[src/rtl/shift_sequencer_pkg.sv]
// Shared types and defaults for the shift_sequencer block.
package shift_sequencer_pkg;

    localparam int DEFAULT_WIDTH = 8;

    typedef enum logic [1:0] {
        IDLE,
        SHIFT,
        CAPTURE,
        DONE
    } state_e;

endpackage

[src/rtl/shift_bit_counter.sv]
// Loadable down-counter that indexes the bit currently being shifted out.
module shift_bit_counter #(
    parameter int CW = 3
) (
    input  logic          Clk,
    input  logic          Reset,
    input  logic          load,
    input  logic [CW-1:0] load_val,
    input  logic          dec,
    output logic [CW-1:0] count,
    output logic          zero
);

    logic [CW-1:0] count_d;
    logic [CW-1:0] count_q;

    assign zero  = (count_q == '0);
    assign count = count_q;

    always_comb begin
        count_d = count_q;
        if (load) begin
            count_d = load_val;
        end else if (dec && !zero) begin
            count_d = count_q - 1'b1;
        end
    end

    // NOTE: state flops use non-blocking assignment so every flop samples pre-edge values.
    always_ff @(posedge Clk) begin
        if (Reset) begin
            count_q <= '0;
        end else begin
            count_q <= count_d;
        end
    end

endmodule

[src/rtl/shift_sequencer.sv]
// Serializes a parallel word MSB-first into an external SIPO register, then returns its parallel output.
// Optional build macro SHIFT_SEQUENCER_LOOPBACK_CHECK_EN adds a loopback mismatch flag.
module shift_sequencer
    import shift_sequencer_pkg::*;
#(
    parameter int WIDTH = DEFAULT_WIDTH
) (
    input  logic             Clk,
    input  logic             Reset,
    input  logic             in_valid,
    output logic             in_ready,
    input  logic [WIDTH-1:0] in_data,
    output logic             sr_en,
    output logic             sr_d,
    input  logic [WIDTH-1:0] sr_q,
    output logic             out_valid,
    input  logic             out_ready,
`ifdef SHIFT_SEQUENCER_LOOPBACK_CHECK_EN
    output logic             mismatch,
`endif
    output logic [WIDTH-1:0] out_data,
    output logic             busy
);

    localparam int CW = (WIDTH > 1) ? $clog2(WIDTH) : 1;
    localparam logic [CW-1:0] LAST_BIT = CW'(WIDTH - 1);

    state_e           state_d, state_q;
    logic [WIDTH-1:0] hold_d, hold_q;
    logic [WIDTH-1:0] out_data_d, out_data_q;
    logic             cnt_load, cnt_dec, cnt_zero;
    logic [CW-1:0]    cnt;

    shift_bit_counter #(.CW(CW)) u_bit_counter (
        .Clk      (Clk),
        .Reset    (Reset),
        .load     (cnt_load),
        .load_val (LAST_BIT),
        .dec      (cnt_dec),
        .count    (cnt),
        .zero     (cnt_zero)
    );

    always_comb begin
        // NOTE: every output gets a default first so no path can infer a latch.
        state_d    = state_q;
        hold_d     = hold_q;
        out_data_d = out_data_q;
        cnt_load   = 1'b0;
        cnt_dec    = 1'b0;
        in_ready   = 1'b0;
        sr_en      = 1'b0;
        sr_d       = 1'b0;
        out_valid  = 1'b0;
        busy       = 1'b1;
        unique case (state_q)
            IDLE: begin
                busy     = 1'b0;
                in_ready = 1'b1;
                if (in_valid) begin
                    hold_d   = in_data;
                    cnt_load = 1'b1;
                    state_d  = SHIFT;
                end
            end
            SHIFT: begin
                sr_en   = 1'b1;
                sr_d    = hold_q[cnt];
                cnt_dec = 1'b1;
                if (cnt_zero) state_d = CAPTURE;
            end
            CAPTURE: begin
                // The register has taken its last shift edge, so sr_q is final here.
                out_data_d = sr_q;
                state_d    = DONE;
            end
            DONE: begin
                out_valid = 1'b1;
                if (out_ready) state_d = IDLE;
            end
            default: state_d = IDLE;
        endcase
    end

    always_ff @(posedge Clk) begin
        if (Reset) begin
            state_q    <= IDLE;
            hold_q     <= '0;
            out_data_q <= '0;
        end else begin
            state_q    <= state_d;
            hold_q     <= hold_d;
            out_data_q <= out_data_d;
        end
    end

    assign out_data = out_data_q;

`ifdef SHIFT_SEQUENCER_LOOPBACK_CHECK_EN
    logic mismatch_d, mismatch_q;

    always_comb begin
        mismatch_d = mismatch_q;
        if (state_q == CAPTURE) begin
            mismatch_d = (sr_q != hold_q);
        end else if (state_q == DONE && out_ready) begin
            mismatch_d = 1'b0;
        end
    end

    always_ff @(posedge Clk) begin
        if (Reset) begin
            mismatch_q <= 1'b0;
        end else begin
            mismatch_q <= mismatch_d;
        end
    end

    assign mismatch = mismatch_q;
`endif

endmodule
[config.mk]
export PLATFORM = sky130hd
export DESIGN_NAME = shift_sequencer
export DESIGN_NICKNAME = d
export VERILOG_FILES = /design/src/rtl/shift_sequencer_pkg.sv /design/src/rtl/shift_bit_counter.sv /design/src/rtl/shift_sequencer.sv
export SDC_FILE = /design/constraint.sdc
export NUM_CORES = 1
export LEC_CHECK = 0
export BUFFER_PORTS_ARGS = -buffer_cell sky130_fd_sc_hd__buf_4
export CAP_MARGIN = 15
export CORE_ASPECT_RATIO = 0.5
export CORE_UTILIZATION = 35
export DETAILED_ROUTE_END_ITERATION = 12
export SLEW_MARGIN = 5
export SYNTH_ARGS = -nofsm -noshare
export SYNTH_HDL_FRONTEND = slang
export SYNTH_SLANG_ARGS = --single-unit
[constraint.sdc]
create_clock -name Clk -period 3.3 [get_ports Clk]
set_clock_uncertainty 0.05 [all_clocks]
set_input_delay 0.825 -clock Clk [delete_from_list [all_inputs] [get_ports Clk]]
set_output_delay 0.825 -clock Clk [all_outputs]
set_load 0.02 [all_outputs]
==> impl_metrics.env <==
export IMPL_fp_dieH_um=38.5
export IMPL_finalPower_uw=952
export IMPL_hold_class="reg2reg"
export IMPL_rrSetupSlack_ns=1.58
export IMPL_synth_nets=129
export IMPL_drc=0
export IMPL_worst_ep_arrival_time_ns=1.55
export IMPL_fin_ws_ns=0.875
export IMPL_post_dp_cell_area_sq_um=1200
export IMPL_post_cts_resized=0
export IMPL_worstHoldStart="hold_q[4]$_SDFFE_PP0P_"
export IMPL_dp_hpwl_um=1270
export IMPL_grt_total_usage_pct=13.6
export IMPL_syn2layout_area_growth_pct=33.7
export IMPL_drt_wl_total_um=1750
export IMPL_hold_buffers=0
export IMPL_clockBufferDepth=2
export IMPL_finalSetupTns_ns=0
export IMPL_wire_per_inst_um=10.3
export IMPL_grt_pass1_wl_um=2810
export IMPL_synth_simple_gate_area_share_pct=14.4
export IMPL_cts_tree="done"
export IMPL_postCtsSetupBuffers=0
export IMPL_fillerInstances=235
export IMPL_rows=12
export IMPL_layout_commonest_cell="buf_4"
export IMPL_placed_cells=166
export IMPL_max_slew_margin_pct=63.7
export IMPL_drt_vias_per_instance=4.59
export IMPL_hold_viol_final=0
export IMPL_antenna_found_initial=0
export IMPL_finish_instance_area_sq_um=1240
export IMPL_power_density_nw_per_um2=764
export IMPL_worstReg2RegEnd="state_q[1]$_SDFFE_PP0P_"
export IMPL_vdd_drop_max_v=0.000297
export IMPL_start_kind="flip-flop"
export IMPL_cts_root_buf="clkbuf_8"
export IMPL_netlist_area_sq_um=931
export IMPL_post_synth_xor_area_fraction_pct=0.941
export IMPL_r2r_start="state_q[0]$_SDFFE_PP0P_"
export IMPL_worst_slew_pin_slew_ns=0.544
export IMPL_drt_iter0_drc=23
export IMPL_grt_ovfl_total=0
export IMPL_vias=781
export IMPL_post_place_ws_ns=1.15
export IMPL_cts_max_level=1
export IMPL_die_w_um=74.9
export IMPL_min_delay_path_depth=2
export IMPL_cap_viol_max_count=0
export IMPL_synth_fa_ha_area_share_pct=8.06
export IMPL_ios=33
export IMPL_timing_final_crit_share_pct=73.5
export IMPL_synth_top_family_by_area="multiplexers"
export IMPL_whs_ns=0.407
export IMPL_final_cell_mix="buf_4 (32), dfxtp_1 (21), nand2_1 (19)"
export IMPL_critPathRequiredTime_ns=2.42
export IMPL_worstSetupEndpointType="primary output"
export IMPL_clock_sinks=21
export IMPL_synth_compound_area_share_pct=10.9
export IMPL_rsz0062_at_grt="no"
export IMPL_p_leak_nw=0.559
export IMPL_slew_violations=0
export IMPL_fmax_ghz=0.412
export IMPL_core_area_sq_um=2360
export IMPL_status="finished, final reports clean"
export IMPL_antenna_cells=0
export IMPL_layout_nets=162
export IMPL_grt_pass1_vias=641
export IMPL_drive_gt1_share_pct=30.4
export IMPL_period_minus_slack_ns=2.42
export IMPL_clk_pin_slew_ns=0.07
export IMPL_met2_length_um=774
export IMPL_met1_length_um=862
export IMPL_criticalPathCategory="reg2out"
export IMPL_gp_congestion=0.719
export IMPL_port_buffer_count=32
export IMPL_worstPathMaxFanout=4
export IMPL_synthMuxAreaShare_pct=15.6
export IMPL_syn_inst=103
export IMPL_start_util_pct=39.5
export IMPL_synth_seq_cells=21
export IMPL_avgSynthCellArea_sq_um=9.04
export IMPL_grt_max_degree=22
export IMPL_whs_endpoint="hold_q[4]$_SDFFE_PP0P_"
export IMPL_die_area_sq_um=2880
export IMPL_synth_cell_types=18
export IMPL_drtAntennaViolNets=0
export IMPL_r2r_cells=5
export IMPL_instances_no_fill=170
export IMPL_yosysWarnings=0
export IMPL_clkLatencyLatePin_ns=0.25
export IMPL_first_pass_iters=4
export IMPL_setup_viol=0
export IMPL_utilization_pct=52.8
export IMPL_numCtsBuffers=3
export IMPL_top_layer="met4"
export IMPL_met3_length_um=96
export IMPL_seq_area_frac_synth_pct=45.2
[critical path, cell delays in order (launching register included)]
cell,delay [ns]
dfxtp_1,0.40
mux2_2,0.35
o311ai_0,0.30
a21oi_1,0.08
buf_4,0.17
[layout make-up]
| type | count | area, sq um | share of cell area [%] |
|---|---|---|---|
| inverter | 8 | 30.0 | 2.41 |
| tap | 35 | 43.8 | 3.52 |
| multi-input combinational | 70 | 464 | 37.3 |
| sequential | 21 | 420 | 33.8 |
| clock inverter | 1 | 5.00 | 0.402 |
| clock buffer | 3 | 41.3 | 3.32 |
| timing repair buffer | 32 | 240 | 19.3 |
[synthesized netlist by cell type]
master / count / share of area, %
a211oi_1: 1 / 0.81
a21oi_1: 12 / 6.5
a222oi_1: 1 / 1.1
a31o_2: 1 / 0.94
a31oi_1: 1 / 0.67
buf_2: 1 / 0.54
clkbuf_1: 3 / 1.2
dfxtp_1: 21 / 45
ha_1: 6 / 8.1
inv_1: 8 / 3.2
mux2_2: 2 / 2.4
mux2i_1: 10 / 11
mux4_2: 1 / 2.4
nand2_1: 19 / 7.7
nand2b_4: 1 / 1.5
nor2_1: 13 / 5.2
o311ai_0: 1 / 0.94
xnor2_1: 1 / 0.94
[power breakdown]
group	leakage, nW	internal [mW]	switching [mW]
clock network	0.0255	0.0839	0.0788
logic	0.361	0.203	0.233
registers	0.172	0.309	0.0436
[worst max-delay path by stage]
stage	startpoint	endpoint	slack, ns	depth (start not counted)
floorplan	state_q[1]$_SDFFE_PP0P_	sr_d	1.15	4
global placement	u_bit_counter.count[1]$_SDFFE_PP0P_	sr_d	1.17	4
detailed placement	u_bit_counter.count[1]$_SDFFE_PP0P_	sr_d	1.15	4
CTS	u_bit_counter.count[1]$_SDFFE_PP0P_	sr_d	0.87	4
global route	u_bit_counter.count[1]$_SDFFE_PP0P_	sr_d	0.75	4
finish	u_bit_counter.count[1]$_SDFFE_PP0P_	sr_d	0.88	4
[metal layers]
| metal | global-route usage (%) | vias to the layer above |
|---|---|---|
| met1 | 17.1 | 355 |
| met2 | 21.8 | 18 |
| met5 | 0 | - |
| met4 | 2.83 | 0 |
| met3 | 6.05 | 2 |
| li1 | - | 406 |
[sequential cells by signal (all words and copies together) (netlist names)]
name,flops
hold_q,8
out_data,8
state_q,2
u_bit_counter.count,3
[kinds of logic after synthesis]
kind of cell,after synthesis
buf+inv,12
fa+ha+maj,6
compound gates,17
simple gates,33
xor+xnor,1
flops,21
mux,13
Power figures use the tool's default switching activity.
